<file path="src/rtl/axi_pkg.sv">
// Shared AXI write-path constants and the write FSM state type.
package axi_pkg;

  localparam logic [1:0] BURST_FIXED = 2'b00;
  localparam logic [1:0] BURST_INCR  = 2'b01;
  localparam logic [1:0] BURST_WRAP  = 2'b10;
  localparam logic [1:0] BURST_RSVD  = 2'b11;

  localparam logic [1:0] RESP_OKAY   = 2'b00;
  localparam logic [1:0] RESP_SLVERR = 2'b10;

  typedef enum logic [1:0] {
    StIdle,
    StData,
    StResp
  } wr_state_e;

endpackage

</file>
<file path="src/rtl/axi_burst_addr_gen.sv">
// Next-beat address for FIXED/INCR/WRAP bursts; reserved burst type steps like INCR.
module axi_burst_addr_gen
  import axi_pkg::*;
#(
  parameter int unsigned ADDR_W = 32,
  parameter int unsigned LEN_W  = 8
) (
  input  logic [ADDR_W-1:0] addr,
  input  logic [2:0]        size,
  input  logic [LEN_W-1:0]  len,
  input  logic [1:0]        burst,
  output logic [ADDR_W-1:0] next_addr
);

  logic [ADDR_W-1:0] step;
  logic [ADDR_W-1:0] wrap_mask;
  logic [ADDR_W-1:0] incr_addr;

  always_comb begin
    step      = ADDR_W'(1) << size;
    // Wrap block is (len+1)<<size bytes; legal WRAP lengths make this a power of two.
    wrap_mask = ((ADDR_W'(len) + ADDR_W'(1)) << size) - ADDR_W'(1);
    incr_addr = addr + step;
    unique case (burst)
      BURST_FIXED: next_addr = addr;
      BURST_WRAP:  next_addr = (addr & ~wrap_mask) | (incr_addr & wrap_mask);
      default:     next_addr = incr_addr;
    endcase
  end

endmodule

</file>
<file path="src/rtl/axi_slave_write_engine.sv">
// AXI write slave: one burst at a time, split into per-beat memory writes with decode/WLAST checks.
module axi_slave_write_engine
  import axi_pkg::*;
#(
  parameter int unsigned       DATA_W    = 32,
  parameter int unsigned       ADDR_W    = 32,
  parameter int unsigned       ID_W      = 8,
  parameter int unsigned       LEN_W     = 8,
  parameter logic [ADDR_W-1:0] BASE_ADDR = '0,
  parameter logic [ADDR_W-1:0] WIN_BYTES = ADDR_W'(32'h10000)
) (
  input  logic                ACLK,
  input  logic                ARESETn,
  input  logic [ID_W-1:0]     AWID,
  input  logic [ADDR_W-1:0]   AWADDR,
  input  logic [LEN_W-1:0]    AWLEN,
  input  logic [2:0]          AWSIZE,
  input  logic [1:0]          AWBURST,
  input  logic                AWVALID,
  output logic                AWREADY,
  input  logic [DATA_W-1:0]   WDATA,
  input  logic [DATA_W/8-1:0] WSTRB,
  input  logic                WLAST,
  input  logic                WVALID,
  output logic                WREADY,
  output logic [ID_W-1:0]     BID,
  output logic [1:0]          BRESP,
  output logic                BVALID,
  input  logic                BREADY,
  output logic [ADDR_W-1:0]   mem_addr,
  output logic [DATA_W-1:0]   mem_wdata,
  output logic [DATA_W/8-1:0] mem_wstrb,
  output logic                mem_we,
  input  logic                mem_ready,
  input  logic                stall,
  output logic                busy
);

  localparam int unsigned STRB_W   = DATA_W / 8;
  localparam logic [2:0]  MAX_SIZE = 3'($clog2(STRB_W));

  wr_state_e         state_q;
  logic [ID_W-1:0]   id_q;
  logic [ADDR_W-1:0] addr_q;
  logic [LEN_W-1:0]  len_q;
  logic [2:0]        size_q;
  logic [1:0]        burst_q;
  logic [LEN_W-1:0]  cnt_q;
  logic              err_q;
  logic              bvalid_q;
  logic [1:0]        bresp_q;
  logic              busy_q;

  logic              aw_hs;
  logic              w_hs;
  logic              last_beat;
  logic              in_window;
  logic              beat_err;
  logic              aw_err;
  logic [ADDR_W-1:0] win_off;
  logic [ADDR_W-1:0] next_addr;

  axi_burst_addr_gen #(
    .ADDR_W (ADDR_W),
    .LEN_W  (LEN_W)
  ) u_addr_gen (
    .addr      (addr_q),
    .size      (size_q),
    .len       (len_q),
    .burst     (burst_q),
    .next_addr (next_addr)
  );

  // Addresses below BASE_ADDR wrap to a huge offset, so one compare covers both bounds.
  assign win_off   = addr_q - BASE_ADDR;
  assign in_window = win_off < WIN_BYTES;

  assign AWREADY   = (state_q == StIdle) && !stall && !ARESETn;
  assign WREADY    = (state_q == StData) && mem_ready;
  assign aw_hs     = AWVALID && AWREADY;
  assign w_hs      = WVALID && WREADY;
  assign last_beat = (cnt_q == len_q);
  assign beat_err  = !in_window || (WLAST != last_beat);
  assign aw_err    = (AWBURST == BURST_RSVD) || (AWSIZE > MAX_SIZE);

  assign mem_addr  = addr_q;
  assign mem_we    = w_hs && in_window;
  assign mem_wstrb = ((state_q == StData) && in_window) ? WSTRB : '0;
  assign mem_wdata = (state_q == StData) ? WDATA : '0;

  assign BVALID    = bvalid_q;
  assign BRESP     = bresp_q;
  assign BID       = id_q;
  assign busy      = busy_q;

  always_ff @(posedge ACLK) begin
    if (ARESETn) begin
      state_q  <= StIdle;
      id_q     <= '0;
      addr_q   <= '0;
      len_q    <= '0;
      size_q   <= '0;
      burst_q  <= BURST_FIXED;
      cnt_q    <= '0;
      err_q    <= 1'b0;
      bvalid_q <= 1'b0;
      bresp_q  <= RESP_OKAY;
      busy_q   <= 1'b0;
    end else begin
      unique case (state_q)
        StIdle: begin
          if (aw_hs) begin
            id_q    <= AWID;
            addr_q  <= AWADDR;
            len_q   <= AWLEN;
            size_q  <= AWSIZE;
            burst_q <= AWBURST;
            cnt_q   <= '0;
            err_q   <= aw_err;
            busy_q  <= 1'b1;
            state_q <= StData;
          end
        end
        StData: begin
          if (w_hs) begin
            addr_q <= next_addr;
            cnt_q  <= cnt_q + LEN_W'(1);
            if (beat_err) begin
              err_q <= 1'b1;
            end
            // An early WLAST is only an error; the burst always runs to AWLEN+1 beats.
            if (last_beat) begin
              bvalid_q <= 1'b1;
              bresp_q  <= (err_q || beat_err) ? RESP_SLVERR : RESP_OKAY;
              state_q  <= StResp;
            end
          end
        end
        StResp: begin
          if (BREADY) begin
            bvalid_q <= 1'b0;
            bresp_q  <= RESP_OKAY;
            busy_q   <= 1'b0;
            state_q  <= StIdle;
          end
        end
        default: begin
          bvalid_q <= 1'b0;
          busy_q   <= 1'b0;
          state_q  <= StIdle;
        end
      endcase
    end
  end

endmodule

</file>
<file path="config.mk">
export PLATFORM = sky130hd
export DESIGN_NAME = axi_slave_write_engine
export DESIGN_NICKNAME = d
export VERILOG_FILES = /design/src/rtl/axi_pkg.sv /design/src/rtl/axi_burst_addr_gen.sv /design/src/rtl/axi_slave_write_engine.sv
export SDC_FILE = /design/constraint.sdc
export NUM_CORES = 1
export LEC_CHECK = 0
export ABC_AREA = 1
export CORE_MARGIN = 8
export CORE_UTILIZATION = 32
export CTS_CLUSTER_SIZE = 25
export DETAILED_ROUTE_END_ITERATION = 8
export PLACE_DENSITY_LB_ADDON = 0.2
export SETUP_SLACK_MARGIN = 0.1
export SYNTH_ARGS = -nofsm -noshare
export SYNTH_HDL_FRONTEND = slang
export SYNTH_SLANG_ARGS = --single-unit
</file>
<file path="constraint.sdc">
create_clock -name ACLK -period 2.63 [get_ports ACLK]
set_input_delay 0.526 -clock ACLK [delete_from_list [all_inputs] [get_ports ACLK]]
set_output_delay 0.526 -clock ACLK [all_outputs]
set_load 0.02 [all_outputs]
</file>
## After elaboration in Yosys (flattened, before gate mapping)

Cells that the tools add are included.

- Bits in registers: 68
- Bits in latches: 0
- Memory bits (writable): 0
- Memory bits (read-only): 0
- Input port bits: 97
- Logic and storage cells: 90
- Memories: 0

- Add/sub/neg operators: 4
- Multipliers: 0
- Divide/modulo/power cells: 0
- Order comparisons: 2
- Equal/unequal tests: 12
- Shift-type cells: 2
- Mux-type cells: 28
- Bitwise logic cells: 6
- Reduce and logical (&&, ||, !) cells: 25

Operators with widths:

| cell | count |
|---|---|
| one-hot mux 32 bit (2 select lines) | 2 |
| 2-to-1 mux 32 bit | 3 |
| bitwise AND 32 bit | 2 |
| adder 32 bit | 1 |
| < comparator 32 x 17 -> 1 bit (second input constant) | 1 |
| inverter 32 bit | 1 |
| OR 32 bit | 1 |
| << shifter 1 x 3 -> 32 bit (first input constant) | 1 |
| << shifter 32 x 3 -> 32 bit | 1 |
| subtractor 32 x 1 -> 32 bit (second input constant) | 1 |
| AND reduction 4 bit | 5 |
| 2-to-1 mux 8 bit | 2 |
| one-hot mux 8 bit (2 select lines) | 1 |
| 2-to-1 mux 2 bit | 7 |
| != test 2 bit (second input constant) | 6 |
| adder 8 x 1 -> 9 bit (second input constant) | 1 |
| adder 8 x 1 -> 8 bit (second input constant) | 1 |
| == test 8 bit | 1 |
| logical AND 1 bit | 7 |
| 2-to-1 mux 1 bit | 7 |
| == test 2 bit (second input constant) | 3 |
| one-hot mux 1 bit (3 select lines) | 2 |
| one-hot mux 2 bit (3 select lines) | 1 |
| AND reduction 3 bit | 2 |
| other kinds (12) | 19 |

## Logic depth before layout (Yosys ltp)

Gate-level depths: netlist of the first run.

- Depth after elaboration: 9
- Depth in mapped cells: 21
- Depth with buffers taken out: 21

## By module

A second synthesis of the first run with hierarchy kept.

- Cells, all modules: 1051
- Area, all modules: 6195.9 sq um

Modules (own cells, without submodules):

| module | instances | cells an instance | area an instance (sq um) | sequential area each (sq um) |
|---|---|---|---|---|
| axi_slave_write_engine | 1 | 482 | 3218.1 | 1341.3 |
| axi_burst_addr_gen | 1 | 569 | 2977.9 | 0.0 |

## Worst setup path after synthesis of the first run

OpenSTA, ideal clock, no wires.

- Path type: register -> register
- Start point: reg size_q[1]
- End point: reg (tool-made name)
- Setup time: 0.064 ns
- Arrival time: 2.814 ns
- Slack: -0.248 ns
- Cell stages (with the launch flop): 21
- Period minus slack after synthesis: 2.878 ns
- Cells stage by stage: dfxtp_1 > buf_2 > buf_2 > nor3_1 > ha_1 > inv_1 > fa_1 > inv_1 > nand2_1 > nand2_1 > a21oi_1 > o21ai_1 > nand2_1 > nor2_1 > nand3_1 > nor2_1 > xor2_1 > nand2_1 > nor2_1 > nor2_1 > nor2_1

RTL lines:

| what | RTL line | source |
|---|---|---|
| start: declaration | axi_slave_write_engine.sv:46 | `logic [2:0] size_q;` |
| start signal: assignment | axi_slave_write_engine.sv:102 | `size_q <= '0;` |
| start signal: assignment | axi_slave_write_engine.sv:116 | `size_q <= AWSIZE;` |

==> results.toml, run 1 <==
[placement]
io_buffers = 178
dp_slack_ns = -0.0330
place.gp.congestion = 0.866
place_hpwl_um = 15700
dpl-instance-area_mm2 = 0.00813
placed_cells = 1377

[critical_path]
crit_type = "flip-flop to flip-flop"
cp-start-kind = "flip-flop"
reg2reg_slack_ns = 0.06
end_kind = "flip-flop"
crit_path_max_fanout = 6
path_delay_family = "simple AND/OR/NAND/NOR gates"
crit_buf_inv = 2
r2r_start = "size_q[0]$_SDFFE_PP0P_"
ff2ff_path_depth = 19
cp_slowest_cell = "dfxtp_4"
path_cells = "nor3_2 -> ha_2 -> inv_2 -> fa_2 -> inv_2 -> nand2_2 -> nand2_2 -> a21oi_2 -> o21ai_2 -> nand2_2 -> nor2_4 -> nand3_4 -> nor2_4 -> nand2_1 -> nand2_1 -> nand3_1 -> nor2_1 -> nor2_1 -> nor2_1"
arrival_ns = 2.86
slowest_delay_ns = 0.37
cp_data_required_time_ns = 2.91

[routing]
drtIter0Drc = 347
finalWirelength_um = 19900
drt-wirelength-per-cell_um = 14.2
ant_nets = 0
num_vias = 6668
first_pass_iters = 5
drcViolationCount = 0
vias_per_cell = 4.77

[floorplanning]
die_x_um = 148
rows = 48
coreArea_mm2 = 0.0171
die_area_mm2 = 0.0218
ios = 180
start_util_pct = 32.5
die_h_um = 148

[grt]
overflow = 0
grt_pass1_wl_um = 31600
grt_pass1_vias = 6318
grt_usage_pct = 17.8
antenna_found_initial = 0
grt_max_degree = 39

[power]
powerDensity_mw_per_mm2 = 468
power.total_mw = 4.05
leakage_nw = 3.90
vdd_drop_max_v = 0.000394

[finish]
drive_above_1_share_pct = 20.6
fillerInstances = 1791
final_cells = 1399
final_cell_area_mm2 = 0.00866
syn2layout_area_growth_pct = 55.9
nNetsFinal = 1279
fin_util_pct = 50.6
antennaDiodeCount = 0
multi_input_area_mm2 = 0.00387
seqCellArea_mm2 = 0.00136

[clocking]
worstSkewPairLatency_ns = 0.35
htreeDepth = 3
root_buffer = "clkbuf_16"
numCtsBuffers = 9
cts_sinks = 67
clk_pin_slew_worst_paths_ns = 0.07
tritoncts = "built"
clockBufferDepth = 2

[sta]
rsz0062_at_grt = "yes"
hold_violations = 0
fin_skew_ns = 0.0118
max_freq_mhz = 389
period_share_pct = 97.8
setup_violations = 0
timing.final.max_slew_violations = 0
period_needed_ns = 2.57
setup_slack_ns = 0.0586

[outcome]
status = "completed"

[synth]
syn_nets = 1039
synth_edf_count = 0
synth_area_leader_cell = "dfxtp_1"
synth.yosys.seq_area_share_pct = 24.1
avgSynthCellArea_um2 = 5.98
async_reset_ff_share_pct = 0
synth_area_mm2 = 0.00556
synth_area_leaders = "dfxtp_1 24%, nand2_1 16%, nor2_1 8.9%"
ys_warn_count = 0
synth_top_area_share_pct = 24.1
netlist_instances = 929
synthFlopType = "dfxtp_1"
synth_seq_cells = 67
synth_cell_types = 48

[job]
max_cap_viol_count = 0

[min_path]
worstHoldEndpoint = "BRESP[1]$_SDFFE_PP0P_"
hold_path_depth = 2
hold_path_class = "flip-flop to flip-flop"
hp-start = "BRESP[1]$_SDFFE_PP0P_"
[layer usage]
metal	GRT usage, %	routed length (µm)	share of wire (%)	vias to the layer above
met5	0	0	0	-
met4	5.76	321	1.6	0
met3	6.36	1780	8.9	22
met2	27.0	8650	44	224
met1	23.0	9120	46	2958
li1	-	-	-	3464
[synthesized netlist by cell type, types with 2 or more instances]
library cell and number:
nor3_1 17, nand3_2 17, xnor2_1 9, inv_1 108
a31oi_1 7, dfxtp_1 67, nor2_1 132, or2_2 2
o21ai_1 10, nor2_2 7, nand2_1 232, a21oi_1 57
nor3b_1 3, a21oi_2 3, o21ai_0 50, a211oi_1 4
nor4_1 5, inv_2 9, nand4_1 9, mux2i_1 3
nand3_1 69, buf_4 3, buf_2 9, nor2_4 4
clkbuf_1 15, buf_1 6, o211ai_1 3, clkinv_1 2
ha_1 12, nand2_2 22, nand2_4 3, xor2_1 12
o21bai_1 2, nor2_8 2
[worst max path at each step]
| stage | depth (start not counted) | end | start |
|---|---|---|---|
| global placement | 19 | flip-flop | size_q[2]$_SDFFE_PP0P_ |
| detailed placement | 18 | flip-flop | size_q[2]$_SDFFE_PP0P_ |
| global route | 18 | flip-flop | size_q[0]$_SDFFE_PP0P_ |
| finish | 19 | flip-flop | size_q[0]$_SDFFE_PP0P_ |
| floorplan | 20 | flip-flop | size_q[2]$_SDFFE_PP0P_ |
| CTS | 19 | flip-flop | size_q[0]$_SDFFE_PP0P_ |
[worst register-to-register path, cell delays in order (launching register included)]
cell	delay, ns
dfxtp_4	0.37
nor3_2	0.18
ha_2	0.21
inv_2	0.04
fa_2	0.32
inv_2	0.07
nand2_2	0.05
nand2_2	0.06
a21oi_2	0.06
o21ai_2	0.17
nand2_2	0.11
nor2_4	0.16
nand3_4	0.14
nor2_4	0.14
nand2_1	0.06
nand2_1	0.06
nand3_1	0.06
nor2_1	0.11
nor2_1	0.05
nor2_1	0.09
[area by class of cell]
cell class	instances	area share [%]
Multi-Input combinational cell	709	44.7
Timing Repair Buffer	263	27.7
Sequential cell	67	15.7
Inverter	119	5.16
Tap cell	225	3.25
Clock buffer	9	2.60
Clock inverter	7	0.939
[report_power, final]
group          internal, mW  switching (mW)  total, mW
Sequential             1.09          0.0763       1.17
Clock                 0.750           0.548       1.30
Combinational         0.711           0.874       1.58
Total                  2.55            1.50       4.05
[through the flow]
stage / hold slack, ns / setup TNS (ns)
2_1_floorplan: 0.444 / -0.0779
3_3_place_gp: 0.451 / -0.110
3_5_place_dp: 0.457 / -0.0623
4_1_cts: 0.465 / 0
5_1_grt: 0.486 / -0.740
6_report: 0.463 / 0
[cells by family after synthesis]
logic type	count (synthesis)	synth area share, %
buf+inv	153	10.9
mux	3	0.540
xor+xnor	21	3.31
fa+ha+maj	13	3.06
compound gates	145	14.5
flops	67	24.1
other cells	1	0.0675
simple gates	526	43.5
[layout by cell type, fill, tap and decap left out, types with 9 or more instances in the layout]
cell and n:
dlygate4sd2_1 27, nor2_2 13, nand2_2 28, inv_2 12, clkdlybuf4s50_1 145, nand4_1 9
ha_1 9, xor2_1 12, nor2_4 13, clkbuf_16 9, o21ai_0 47, nand2_1 225
nor2_1 117, a21oi_1 52, nand3_2 23, dfxtp_1 59, buf_4 79, o21ai_1 9
nand3_1 62, nor3_1 14, inv_1 105
[timing repair]
action | 4_1_cts | 5_1_grt
pin swaps | 22 | 12
resized for setup | 61 | 50
endpoints found under the setup margin | 44 | 28
hold buffers | 0 | 0
buffers inserted | 2 | 4
Note: power is estimated with default switching activity, not from simulation.
==> run 2: changes to the inputs <==
CORE_MARGIN = 4   (was 8)
CTS_CLUSTER_SIZE = unset   (was 25)
==> run 2 against run 1 <==
Against the previous run:
- utilization increased by 0.84 points
- global-route usage increased by 1.1 points
- sequential share of layout area about the same
- total power decreased by 1.2%
- clock-buffer cell count unchanged
- die area down 11%
- sequential power barely moved
- fmax decreased by 0.63%
- final area fell by 0.12%
- non-clock buffer count decreased by 9
- worst setup slack worse by 0.016 ns
- clock power down 4%
- largest cell class unchanged
==> results.toml, run 2 (same netlist as run 1, synthesis figures left out) <==
[outcome]
status = "completed"

[finish]
fillerInstances = 1706
antennaDiodeCount = 0
syn2layout_area_growth_pct = 55.7
fin_util_pct = 51.5
layout_common_cells = "222 x nand2_1, 153 x clkdlybuf4s50_1, 115 x nor2_1"
drive_above_1_share_pct = 20.3
final_cells = 1385
final_common_cell = "nand2_1"
final_cell_area_mm2 = 0.00865
nNetsFinal = 1270

[placement]
place.gp.congestion = 0.872
dpl-instance-area_mm2 = 0.00806
place_hpwl_um = 14900
placed_cells = 1361
io_buffers = 178

[sta]
hold_violations = 0
rsz0062_at_grt = "yes"
max_freq_mhz = 386
period_needed_ns = 2.59
timing.final.max_slew_violations = 0
period_share_pct = 98.4
hold_ws_ns = 0.462
setup_violations = 0
fin_skew_ns = 0.00924

[routing]
met3_length_um = 1660
drtIter0Drc = 404
wl_met1_um = 8730
finalWirelength_um = 19300
drt-wirelength-per-cell_um = 13.9
wl_met2_um = 8610
drcViolationCount = 0
top_layer = "met4"
num_vias = 6698
ant_nets = 0
vias_per_cell = 4.84
first_pass_iters = 5

[clocking]
cts_sinks = 67
numCtsBuffers = 9
htreeDepth = 3
tritoncts = "built"
clk_pin_slew_worst_paths_ns = 0.06
worstSkewPairLatency_ns = 0.35
root_buffer = "clkbuf_16"
clockBufferDepth = 2
cts.hold.buffers_added = 0

[floorplanning]
ios = 180
die_x_um = 140
coreArea_mm2 = 0.0168
die_area_mm2 = 0.0195
rows = 47
die_h_um = 140
start_util_pct = 33.1

[critical_path]
crit_type = "flip-flop to flip-flop"
r2r_start = "size_q[0]$_SDFFE_PP0P_"
arrival_ns = 2.88
cp-start-kind = "flip-flop"
end_kind = "flip-flop"
startpoint = "size_q[0]$_SDFFE_PP0P_"
cp_data_required_time_ns = 2.92
crit_path_max_fanout = 5

[min_path]
hold_path_class = "flip-flop to flip-flop"
hp-start = "BID[7]$_SDFFE_PP0P_"

[grt]
grt_usage_pct = 18.9
grt_max_degree = 39
grt_pass1_wl_um = 30600
overflow = 0
antenna_found_initial = 0
grt_pass1_vias = 6257

[power]
leakage_nw = 3.82
powerDensity_mw_per_mm2 = 463
power.total_mw = 4.00
vdd_drop_max_v = 0.000335

[job]
max_cap_viol_count = 0
run 2: cell count changes in the layout (fill, tap and decap cells not counted), moves of 3 or more:
cell,delta
clkbuf_2,-3
buf_4,-8
dfxtp_2,-3
nand2_2,+3
dlygate4sd2_1,-6
nand2_1,-3
clkdlybuf4s50_1,+8
run 2: final timing paths:
| kind | endpoint | depth (start not counted) | slack (ns) |
|---|---|---|---|
| max reg2reg | flip-flop | 18 | 0.04 |
| min | BID[7]$_SDFFE_PP0P_ | 2 | 0.46 |
| min reg2reg | BID[7]$_SDFFE_PP0P_ | 2 | 0.46 |
| max | flip-flop | 18 | 0.04 |
run 2: worst max-delay path, stage by stage, from the launching register on:
cell and delay (ns):
dfxtp_4 0.36, nor3_4 0.18, ha_2 0.22, inv_2 0.04
fa_2 0.33, inv_2 0.07, nand2_2 0.05, nand2_2 0.08
a21oi_4 0.06, o21ai_2 0.18, nand2_2 0.11, nor2_4 0.15
nand3_4 0.13, nor2_4 0.13, xor2_1 0.14, nand2_1 0.07
nor2_1 0.11, nor2_1 0.05, nor2_1 0.07
run 2: through the flow:
| stage | worst slack (ns) | TNS (ns) |
|---|---|---|
| final | 0.0424 | 0 |
| after global routing | -0.170 | -1.10 |
| after CTS | 0.0122 | 0 |
| after detailed placement | -0.118 | -0.513 |
| after global placement | -0.106 | -0.462 |
| after floorplan | -0.0381 | -0.0779 |
run 2: report_power, final:
group	internal (mW)	switching, mW	leakage [nW]	total (mW)
Combinational	0.707	0.876	3.12	1.58
Clock	0.740	0.507	0.147	1.25
Sequential	1.09	0.0807	0.550	1.17
Total	2.54	1.46	3.82	4.00
run 2: final cells by class:
type                    count  area, µm²  share of cell area [%]
inverters                 119        449                    5.19
clock inverters             7       73.8                   0.853
flip-flops and latches     67       1360                    15.7
clock buffers               9        225                    2.60
well taps                 220        275                    3.18
multi-input cells         709       3920                    45.3
repair buffers            254       2360                    27.2
run 2: per-layer routing:
layer  up-vias  track usage (%)
li1       3437                -
met5         -                0
met4         0             4.90
met1      3014             24.2
met3        23             6.31
met2       224             30.7
run 2: timing repair:
item,CTS,global route
buffers inserted,3,5
pin swaps,12,11
endpoints found under the setup margin,39,29
resized for setup,48,63
hold endpoints to repair,0,0
==> run 3: changes to the inputs <==
DONT_BUFFER_PORTS = 1   (was unset)
==> run 3 against run 2 <==
Against the previous run:
- the run now ends with setup timing left
- die area is the same
- clock power hardly changed
- sequential power hardly changed
- routed wire length fell by 2.8%
- final area down 15%
- register-to-register slack got worse by 0.05 ns
- largest cell class unchanged
==> results.toml, run 3 (same netlist as run 1, synthesis figures left out) <==
[clocking]
htreeDepth = 3
cts.hold.buffers_added = 0
cts_sinks = 67
clk_pin_slew_worst_paths_ns = 0.07
tritoncts = "built"
worstSkewPairLatency_ns = 0.35
clockBufferDepth = 2
numCtsBuffers = 9
root_buffer = "clkbuf_16"

[power]
leakage_nw = 3.38
p_switching_mw = 1.44
power.internal_mw = 2.37
power.total_mw = 3.82
pwr-share-seq_pct = 31.0
power_frac_comb_pct = 36.3
p_clk_share_pct = 32.7
vdd_drop_max_v = 0.000394
powerDensity_mw_per_mm2 = 516
swShare_pct = 37.9

[finish]
fillerInstances = 1820
syn2layout_area_growth_pct = 33.0
final_common_cell = "nand2_1"
drive_above_1_share_pct = 28.2
layout_common_cells = "221 x nand2_1, 128 x buf_4, 117 x nor2_1"
nNetsFinal = 1151
fin_util_pct = 44.0

[job]
max_cap_viol_count = 0

[placement]
place_hpwl_um = 14300
place.gp.congestion = 0.854
dp_slack_ns = -0.0699
io_buffers = 0

[sta]
timing.final.max_slew_violations = 0
period_needed_ns = 2.64
setup_violations = 2
max_freq_mhz = 379
hold_violations = 0
period_share_pct = 100
fin_tns_setup_ns = -0.0118
fin_skew_ns = 0.0145
rsz0062_at_grt = "yes"
setup_slack_ns = -0.0101
hold_ws_ns = 0.233

[floorplanning]
die_h_um = 140
die_x_um = 140
start_util_pct = 33.1
ios = 180
rows = 47
die_area_mm2 = 0.0195
coreArea_mm2 = 0.0168

[critical_path]
arrival_ns = 2.93
slowest_delay_ns = 0.36
crit_path_max_fanout = 4
crit_type = "flip-flop to flip-flop"
end_kind = "flip-flop"
cp_data_required_time_ns = 2.92
cp-start-kind = "flip-flop"
crit_buf_inv = 2
path_delay_family = "simple AND/OR/NAND/NOR gates"
path_cells = "nor3_2 -> ha_2 -> inv_2 -> fa_2 -> inv_2 -> nand2_2 -> nand2_2 -> a21oi_2 -> o21ai_2 -> nand2_2 -> nor2_4 -> nand3_4 -> nor2_4 -> xor2_1 -> nand2_1 -> nor2_1 -> nor2_1 -> nor2_1"
cp_slowest_cell = "dfxtp_4"

[grt]
grt_max_degree = 73
overflow = 0
grt_usage_pct = 18.5
grt_pass1_vias = 5804
grt_pass1_wl_um = 29800
antenna_found_initial = 0

[routing]
finalWirelength_um = 18800
vias_per_cell = 4.85
drtIter0Drc = 305
first_pass_iters = 4
ant_nets = 0
num_vias = 6144
drcViolationCount = 0
drt-wirelength-per-cell_um = 14.8

[min_path]
hold_path_class = "input port to flip-flop"

[outcome]
status = "complete, but fails checks"
violations = "setup timing"
-- run 3: cell count changes in the layout (fill, tap and decap cells not counted), sizes merged --
cell,change
dlygate4sd2,-21
clkbuf,-1
clkdlybuf4s15,-1
clkinvlp,+1
inv,-3
diode,+1
clkinv,+1
clkdlybuf4s50,-153
buf,+57
-- run 3: final timing paths --
check,slack [ns],end,startpoint,depth (start not counted)
max reg2reg,-0.01,flip-flop,size_q[2]$_SDFFE_PP0P_,18
min,0.23,len_q[1]$_SDFFE_PP0P_,ARESETn,1
min reg2reg,0.50,burst_q[0]$_SDFFE_PP0P_,burst_q[0]$_SDFFE_PP0P_,2
max,-0.01,flip-flop,size_q[2]$_SDFFE_PP0P_,18
-- run 3: what timing repair did --
action | CTS | global route
gates resized for setup | 16 | 71
setup endpoints to repair | 20 | 29
buffers inserted | 5 | 9
pin swaps | 10 | 32
-- run 3: per-stage QoR --
step / instances / instance area, µm²
after floorplan: 929 / 5630
after global placement: 1236 / 6660
after detailed placement: 1236 / 6660
after CTS: 1256 / 7050
after global routing: 1265 / 7390
final: 1266 / 7390
-- run 3: power groups by stage --
stage / sequential (mW) / clock [mW] / combinational [mW]
after CTS: 1.18 / 1.28 / 1.32
after detailed placement: 1.20 / 0 / 1.30
after global placement: 1.20 / 0 / 1.30
final: 1.18 / 1.25 / 1.39
after floorplan: 1.26 / 0 / 0.781
after global routing: 1.19 / 1.33 / 1.54
-- run 3: cell type report --
| type | count | area (µm²) | area share, % |
|---|---|---|---|
| well taps | 220 | 275 | 3.72 |
| clock buffers | 9 | 225 | 3.05 |
| inverters | 119 | 447 | 6.04 |
| clock inverters | 6 | 67.6 | 0.914 |
| diodes | 1 | 2.50 | 0.0338 |
| repair buffers | 135 | 1060 | 14.3 |
| flip-flops and latches | 67 | 1360 | 18.3 |
| multi-input cells | 709 | 3960 | 53.6 |
-- run 3: worst reg2reg max path: stages (launching register included) --
cell and delay (ns):
dfxtp_4 0.36, nor3_2 0.19, ha_2 0.22, inv_2 0.04
fa_2 0.33, inv_2 0.07, nand2_2 0.05, nand2_2 0.06
a21oi_2 0.07, o21ai_2 0.19, nand2_2 0.11, nor2_4 0.20
nand3_4 0.14, nor2_4 0.13, xor2_1 0.15, nand2_1 0.06
nor2_1 0.11, nor2_1 0.04, nor2_1 0.07
-- run 3: per-layer routing --
layer / vias up / part of all wire (%) / GRT usage (%)
li1: 3208 / - / -
met1: 2731 / 47 / 25.8
met2: 189 / 44 / 28.9
met3: 16 / 7.5 / 5.11
met4: 0 / 0.95 / 3.72
met5: - / 0 / 0
